## src/rtl/uart_rx_fsm_pkg.sv

```systemverilog
// ============================================================================
// uart_rx_fsm_pkg : shared UART RX state encodings and prescale-derived edges
// Revision 1.0
// ============================================================================
`default_nettype none

package uart_rx_fsm_pkg;

  typedef enum logic [2:0] {
    ST_IDLE   = 3'd0,
    ST_START  = 3'd1,
    ST_DATA   = 3'd2,
    ST_PARITY = 3'd3,
    ST_STOP   = 3'd4
  } state_t;

  localparam logic [5:0] PRESCALE_8  = 6'd8;
  localparam logic [5:0] PRESCALE_16 = 6'd16;
  localparam logic [5:0] PRESCALE_32 = 6'd32;

  // Any ratio other than 16 or 32 falls back to 8x oversampling.
  function automatic logic [4:0] last_edge(input logic [5:0] p);
    case (p)
      PRESCALE_16: return 5'd15;
      PRESCALE_32: return 5'd31;
      default:     return 5'd7;
    endcase
  endfunction

  function automatic logic [4:0] sample_edge(input logic [5:0] p);
    case (p)
      PRESCALE_16: return 5'd10;
      PRESCALE_32: return 5'd18;
      default:     return 5'd6;
    endcase
  endfunction

endpackage

`default_nettype wire

```

## src/rtl/uart_rx_edge_bit_counter.sv

```systemverilog
// ============================================================================
// uart_rx_edge_bit_counter : oversample edge counter and bit counter
// Revision 1.0
// ============================================================================
`default_nettype none

module uart_rx_edge_bit_counter (
  input  logic       clk,
  input  logic       rst,
  input  logic       en,
  input  logic       clr,
  input  logic [4:0] last_edge,
  output logic [4:0] edge_cnt,
  output logic [3:0] bit_cnt,
  output logic       bit_end
);

  assign bit_end = (edge_cnt == last_edge);

  always_ff @(posedge clk) begin
    if (rst || clr) begin
      edge_cnt <= 5'd0;
      bit_cnt  <= 4'd0;
    end else if (en) begin
      if (bit_end) begin
        edge_cnt <= 5'd0;
        bit_cnt  <= bit_cnt + 4'd1;
      end else begin
        edge_cnt <= edge_cnt + 5'd1;
      end
    end
  end

endmodule

`default_nettype wire

```

## src/rtl/uart_rx_fsm.sv

```systemverilog
// ============================================================================
// uart_rx_fsm : UART receive frame sequencer driving the RX datapath enables
// Revision 1.0
// ============================================================================
`default_nettype none

module uart_rx_fsm
  import uart_rx_fsm_pkg::*;
#(
  parameter int PRESCALE_WIDTH = 6,
  parameter int DATA_WIDTH     = 8
) (
  input  logic                      CLK,
  input  logic                      RST,
  input  logic                      RX_IN,
  input  logic                      PAR_EN,
  input  logic [PRESCALE_WIDTH-1:0] prescale,
  input  logic                      strt_glitch,
  input  logic                      par_err,
  input  logic                      stp_err,
  output logic [4:0]                edge_cnt,
  output logic [3:0]                bit_cnt,
  output logic                      dat_samp_en,
  output logic                      strt_chk_en,
  output logic                      par_chk_en,
  output logic                      stp_chk_en,
  output logic                      deser_en,
  output logic                      data_valid
);

  localparam logic [3:0] LAST_DATA_BIT = 4'(DATA_WIDTH);

  state_t     state;
  state_t     state_nxt;
  logic [4:0] s_edge;
  logic [4:0] l_edge;
  logic       err;
  logic       bit_end;

  uart_rx_edge_bit_counter u_cnt (
    .clk      (CLK),
    .rst      (RST),
    .en       (state != ST_IDLE),
    .clr      (state_nxt == ST_IDLE),
    .last_edge(l_edge),
    .edge_cnt (edge_cnt),
    .bit_cnt  (bit_cnt),
    .bit_end  (bit_end)
  );

  always_comb begin
    state_nxt = state;
    case (state)
      ST_IDLE:   if (!RX_IN) state_nxt = ST_START;
      ST_START:  if (bit_end) state_nxt = strt_glitch ? ST_IDLE : ST_DATA;
      ST_DATA:   if (bit_end && bit_cnt == LAST_DATA_BIT)
                   state_nxt = PAR_EN ? ST_PARITY : ST_STOP;
      ST_PARITY: if (bit_end) state_nxt = ST_STOP;
      ST_STOP:   if (bit_end) state_nxt = ST_IDLE;
      default:   state_nxt = ST_IDLE;
    endcase
  end

  // Enables are registered from the next state so they line up with the state register.
  always_ff @(posedge CLK) begin
    if (RST) begin
      state       <= ST_IDLE;
      dat_samp_en <= 1'b0;
      strt_chk_en <= 1'b0;
      par_chk_en  <= 1'b0;
      stp_chk_en  <= 1'b0;
      deser_en    <= 1'b0;
      err         <= 1'b0;
      s_edge      <= sample_edge(PRESCALE_8);
      l_edge      <= last_edge(PRESCALE_8);
    end else begin
      state       <= state_nxt;
      dat_samp_en <= (state_nxt != ST_IDLE);
      strt_chk_en <= (state_nxt == ST_START);
      par_chk_en  <= (state_nxt == ST_PARITY);
      stp_chk_en  <= (state_nxt == ST_STOP);
      deser_en    <= (state == ST_DATA) && (edge_cnt == s_edge);
      if (state == ST_IDLE && state_nxt == ST_START) begin
        s_edge <= sample_edge(prescale);
        l_edge <= last_edge(prescale);
        err    <= 1'b0;
      end
      if (state == ST_PARITY && bit_end) err <= par_err;
    end
  end

  // Stop checker result is only settled on the last edge, so validity is decoded there.
  assign data_valid = !RST && (state == ST_STOP) && bit_end && !stp_err && !err;

endmodule

`default_nettype wire
```

## config.mk

```make
export PLATFORM = sky130hd
export DESIGN_NAME = uart_rx_fsm
export DESIGN_NICKNAME = d
export VERILOG_FILES = /design/src/rtl/uart_rx_fsm_pkg.sv /design/src/rtl/uart_rx_edge_bit_counter.sv /design/src/rtl/uart_rx_fsm.sv
export SDC_FILE = /design/constraint.sdc
export NUM_CORES = 1
export LEC_CHECK = 0
export ABC_AREA = 1
export CAP_MARGIN = 20
export CELL_PAD_IN_SITES_DETAIL_PLACEMENT = 1
export CELL_PAD_IN_SITES_GLOBAL_PLACEMENT = 1
export CORE_MARGIN = 1.5
export CORE_UTILIZATION = 33
export CTS_BUF_LIST = sky130_fd_sc_hd__clkbuf_2 sky130_fd_sc_hd__clkbuf_4 sky130_fd_sc_hd__clkbuf_8
export CTS_CLUSTER_DIAMETER = 50
export CTS_CLUSTER_SIZE = 12
export DETAILED_ROUTE_END_ITERATION = 12
export PLACE_DENSITY = 0.78
export SYNTH_ARGS = -nofsm -noshare
export SYNTH_HDL_FRONTEND = slang
export SYNTH_HIERARCHICAL = 1
export SYNTH_SLANG_ARGS = --single-unit
```

## constraint.sdc

```tcl
create_clock -name CLK -period 1.82 [get_ports CLK]
set_input_delay 0.182 -clock CLK [delete_from_list [all_inputs] [get_ports CLK]]
set_output_delay 0.182 -clock CLK [all_outputs]
set_load 0.05 [all_outputs]
```

After elaboration in Yosys (flattened, before gate mapping)
Index checks and enable logic that the tools add are counted.
{"block": "op_classes", "reduce_logical": 18, "muxes": 13, "addsub": 2, "n_eq_ne": 12}
{"op": "$pmux W5 S2", "count": 2}
{"op": "$mux W3", "count": 6}
{"op": "$pmux W3 S5", "count": 1}
{"op": "$eq A5 B5 Y1", "count": 2}
{"op": "$eq A3 B2 Y1 const B", "count": 3}
{"op": "$logic_and A1 B1 Y1", "count": 8}
{"op": "$eq A3 B1 Y1 const B", "count": 2}
{"op": "$eq A3 B3 Y1 const B", "count": 2}
{"op": "$eq A6 B5 Y1 const B", "count": 1}
{"op": "$eq A6 B6 Y1 const B", "count": 1}
{"op": "$logic_not A3 Y1", "count": 2}
{"op": "$reduce_bool A3 Y1", "count": 2}
{"op": "$add A5 B1 Y5 const B", "count": 1}
{"op": "$mux W5", "count": 1}
{"op": "$add A4 B1 Y4 const B", "count": 1}
{"op": "$eq A4 B4 Y1 const B", "count": 1}
{"op": "$logic_not A1 Y1", "count": 3}
{"op": "$mux W1", "count": 2}
{"op": "$mux W2", "count": 1}
{"op": "$reduce_and A2 Y1", "count": 1}
{"op": "$reduce_bool A2 Y1", "count": 1}
{"op": "$logic_or A1 B1 Y1", "count": 1}
{"block": "word_totals", "regBits": 28, "wordCells": 56, "input_bits": 13}

Longest topological paths before layout
{"block": "logic_depth", "ltp_word": 8, "depth_mapped": 16, "ltp_nobuf": 16}

Hierarchy
The synthesis kept the hierarchy.
{"module": "uart_rx_fsm", "cells_per_inst": 90, "instances": 1, "area_each_um2": 674.4}
{"module": "uart_rx_edge_bit_counter", "cells_per_inst": 87, "instances": 1, "area_each_um2": 556.8}

Least setup slack after synthesis
Ideal clock, no wire load.
{"block": "synth_path", "path_type": "register to output", "startpoint": "register u_cnt.edge_cnt[2]", "endpoint": "output data_valid", "path_stages_with_launch": 6, "n_path_buf": 0, "t_arrival_ns": 2.365, "slack_ns": -0.727, "path_cell_list": "dfxtp_1 xnor2_1 nand3_1 nor2_4 nand2_1 nor3_1"}
{"block": "synth_between", "elab_chain_cells": 4}
{"element": "start, declared", "line_no": "uart_rx_edge_bit_counter.sv:13", "source": "output logic [4:0] edge_cnt,"}
{"element": "start signal, assigned", "line_no": "uart_rx_edge_bit_counter.sv:29", "source": "edge_cnt <= edge_cnt + 5'd1;"}
{"element": "$eq A5 B5 Y1", "line_no": "uart_rx_edge_bit_counter.sv:18", "source": "assign bit_end = (edge_cnt == last_edge);"}
{"element": "via bit_end", "line_no": "uart_rx_fsm.sv:38", "source": "logic bit_end;"}
{"element": "$logic_and A1 B1 Y1 (3 in a row)", "line_no": "uart_rx_fsm.sv:93", "source": "assign data_valid = !RST && (state == ST_STOP) && bit_end && !stp_err && !err;"}
{"element": "end, declared", "line_no": "uart_rx_fsm.sv:28", "source": "output logic data_valid"}
The timed path passes the listed nets, and every way through them passes these cells.

Final worst setup path
{"block": "layout_path", "startpoint": "register u_cnt.edge_cnt[3]", "endpoint": "register u_cnt.bit_cnt[1]"}
{"block": "layout_between", "elab_chain_cells": 6}
{"element": "$eq A5 B5 Y1 (*)", "line_no": "uart_rx_edge_bit_counter.sv:18"}
{"element": "via bit_end", "line_no": "uart_rx_fsm.sv:38"}
{"element": "$logic_and A1 B1 Y1", "line_no": "uart_rx_fsm.sv:56", "source": "ST_DATA: if (bit_end && bit_cnt == LAST_DATA_BIT)"}
{"element": "$mux W3", "line_no": "uart_rx_fsm.sv:56"}
{"element": "$pmux W3 S5", "line_no": "uart_rx_fsm.sv:53", "source": "case (state)"}
{"element": "$logic_not A3 Y1", "line_no": "uart_rx_fsm.sv:44", "source": ".clr (state_nxt == ST_IDLE),"}
{"element": "$logic_or A1 B1 Y1", "line_no": "uart_rx_edge_bit_counter.sv:21", "source": "if (rst || clr) begin"}
{"element": "end signal, assigned", "line_no": "uart_rx_edge_bit_counter.sv:27", "source": "bit_cnt <= bit_cnt + 4'd1;"}
{"element": "end, declared", "line_no": "uart_rx_edge_bit_counter.sv:14", "source": "output logic [3:0] bit_cnt,"}
Mark *: on every way through the listed nets, which the timed path passes. The rest lies on a longest branch.
A chain may end at the register's enable or synchronous reset.

==> key figures <==
Route
  • Routed wire length: 3.90 mm
  • Final ANT Viol Nets: 0
  • Vias: 1345
  • DRC viols: 0
  • Drt wl/cell: 13.5 µm
  • Initial drt markers: 52
  • Routed vias/inst: 4.65
  • First-pass DRT Iterations: 6

Cells and area
  • Layout filler cell count: 469
  • Most frequent cells in the layout: nand2_1, buf_4, nor2_1, clkdlybuf4s50_1, inv_1
  • Area grow syn2layout: 60.0%
  • Layout cells sized above 1: 36.9%
  • Layout Nets: 257
  • Design Area, Final: 1970 µm²
  • N_diodes: 0

Clocking
  • Clock-pin slew on the worst setup and hold paths: 0.09 ns
  • Clk root buf: clkbuf_8
  • Insertion delay to the later sink of the worst-skew pair: 0.27 ns
  • Htree depth: 1
  • Max Root-Sink Buffers: 2
  • CTS buffer count: 3
  • CTS tree: yes
  • Clk sink count: 22

Power
  • Static leakage: 0.895 nW
  • P per Cell Area: 635 nW/µm²
  • Sequential share of power: 40.1%
  • Sw Ratio: 27.7%
  • Comb power frac: 23.0%
  • Clock power frac: 36.9%
  • Overall Power: 1.25 mW
  • Net switching power: 347 µW
  • Power Internal: 904 µW
  • Worst IR Drop VDD: 0.377 mV

Setup path
  • Startpoint types: register
  • Worst EP arrival: 2.10 ns
  • Critical path required time: 1.99 ns
  • Crit. End Element: register
  • WS Path Type: reg -> reg
  • Crit-path max FO: 4

Synthesis
  • Seq/Total Area, Yosys: 35.8%
  • Ys Warns: 6
  • Compound-Gate Fraction of Synth Area: 6.40%
  • Mean area per synthesized cell: 6.96 µm²
  • Synth unique cells: 32
  • Largest family of logic cells by synthesized area: simple AND/OR/NAND/NOR gates
  • Adder-Cell Fraction of Synth Area: 2.03%
  • Post-Syn Area: 1230 µm²
  • Post-synthesis mux area share: 0%
  • Post-synthesis simple-gate area fraction: 41.0%
  • Synthesized instance count: 177
  • Yosys reg bits: 22
  • XOR/XNOR Fraction of Synth Area: 4.98%

Timing
  • Pins Over Slew Limit: 0
  • Number of hold violations in the final report: 0
  • Actual slew at the worst max-slew pin: 0.512 ns
  • # setup viols final: 10
  • Fmax: 516 MHz
  • Clk_skew: 0.00937 ns
  • Relative slew slack: 65.8%
  • Hold Slack: 0.488 ns
  • Final Critical Period: 1.94 ns
  • Setup WS post-layout: -0.119 ns
  • Final period util: 107%
  • RSZ-0062 raised after global routing: true

Floorplanning
  • Initial Util: 33.9%
  • I/O pins: 28
  • Core ar.: 3630 µm²
  • Chip width: 64.1 µm
  • Height of the die: 64.1 µm
  • DIE AREA: 4110 µm²
  • Row cnt: 22

Placement
  • Routability cong.: 0.897
  • Placement Setup Slack: -0.162 ns
  • IO buf count: 27
  • Hpwl dp: 2.71 mm
  • Post-DP Area: 1760 µm²

GRT
  • Overall routing resource usage: 20.0%
  • Vias in the first global route: 1462
  • Initial antenna violation count: 0
  • Largest net degree at the start of global routing: 14
  • Grt total ovfl: 0
  • Global-route wire length before repair: 6.48 mm

Status
  • Status: finished, violations left
  • Failing checks: negative setup slack

Worst hold path
  • Hold WC Path Type: reg -> reg

Job
  • Number of max-cap violations: 0
[cells by family after synthesis]
family                     Yosys count
buffers and inverters               31
and+or+nand+nor                    100
DFF                                 22
adders and majority gates            2
xor gates and xnor gates             7
AOI/OAI and AO/OA                   14
other                                1
[worst max-delay path, stage by stage (launching register included)]
cell,delay [ns]
dfxtp_4,0.37
inv_2,0.06
nand2_2,0.05
nand2_2,0.08
nand3_2,0.09
nor2_4,0.17
inv_2,0.07
nor2_4,0.11
nand4_4,0.13
nand2_2,0.13
nand2_4,0.06
nor3b_4,0.21
nor2_2,0.07
buf_4,0.15
nand2_1,0.05
nor2_1,0.04
[path summary, 6_finish.rpt]
path                startpoint  cells past startpoint               end  slack (ns)
max          u_cnt/edge_cnt[3]                     15  u_cnt/bit_cnt[1]       -0.12
min                        err                      2               err        0.49
max reg2reg  u_cnt/edge_cnt[3]                     15  u_cnt/bit_cnt[1]       -0.12
min reg2reg                err                      2               err        0.49
[per-stage QoR]
step / TNS, ns / cells / utilization [%]
floorplan: -0.655 / 183 / -
global placement: -0.220 / 274 / 48.3
detailed placement: -0.979 / 274 / 48.3
CTS: -0.316 / 286 / 52.8
global route: -2.42 / 289 / 54.2
finish: -0.822 / 289 / 54.2
[state kept, by name, summed over array words and instances, names as in the netlist]
signal	count
l_edge	2
strt_chk_en	1
s_edge	2
dat_samp_en	1
u_cnt/edge_cnt	5
deser_en	1
par_chk_en	1
stp_chk_en	1
u_cnt/bit_cnt	4
state	3
err	1
[power groups by stage]
stage | registers (mW) | logic [mW] | clock network, mW
finish | 0.502 | 0.288 | 0.461
global route | 0.503 | 0.315 | 0.489
detailed placement | 0.512 | 0.253 | 0
floorplan | 0.550 | 0.120 | 0
global placement | 0.511 | 0.246 | 0
CTS | 0.501 | 0.277 | 0.469
[cell type report]
class	instances	area, µm²	area share [%]
multi-input cells	130	774	39.3
well taps	48	60.1	3.05
repair buffers	56	493	25.0
clock buffers	3	41.3	2.10
flip-flops and latches	22	462	23.4
clock inverters	1	30.0	1.52
inverters	29	109	5.53
[what timing repair did]
action	in CTS	in global routing
pin swaps	5	5
hold buffers	0	0
gates resized for setup	8	10
endpoints found under the setup margin	10	18
buffers inserted	8	4
[cells in the mapped netlist]
| cell | count | share of area, % |
|---|---|---|
| or2_2 | 1 | 0.51 |
| dfxtp_1 | 22 | 36 |
| nor2_4 | 2 | 1.8 |
| inv_2 | 8 | 2.4 |
| nor2_1 | 26 | 7.9 |
| xor2_1 | 4 | 2.8 |
| nand3b_1 | 1 | 0.61 |
| o21ai_0 | 4 | 1.6 |
| nor3_1 | 2 | 0.81 |
| o21ai_2 | 1 | 0.71 |
| conb_1 | 1 | 0.30 |
| nand2_2 | 2 | 1.0 |
| nand4_2 | 1 | 1.0 |
| nand3_2 | 1 | 0.81 |
| nor3_2 | 3 | 2.4 |
| nor3b_2 | 1 | 1.0 |
| inv_1 | 21 | 6.4 |
| a21oi_1 | 6 | 2.4 |
| nand4_4 | 1 | 1.7 |
| nor4_1 | 1 | 0.51 |
| nand2_1 | 38 | 12 |
| nand4_1 | 4 | 2.0 |
| ha_1 | 2 | 2.0 |
| a31oi_1 | 1 | 0.51 |
| clkbuf_1 | 1 | 0.30 |
| xnor2_1 | 3 | 2.1 |
| a31o_1 | 1 | 0.71 |
| or2_0 | 1 | 0.51 |
| buf_2 | 1 | 0.41 |
| o21ai_1 | 1 | 0.41 |
| nor2_2 | 5 | 2.5 |
| nand3_1 | 10 | 4.1 |
[metal layers]
metal,vias up,wire [µm],GRT usage [%]
met2,28,2070,35.9
met1,635,1660,22.8
met5,-,0,0
met3,8,110,4.75
li1,674,-,-
met4,0,56,7.07
Power figures use the tool's default switching activity.
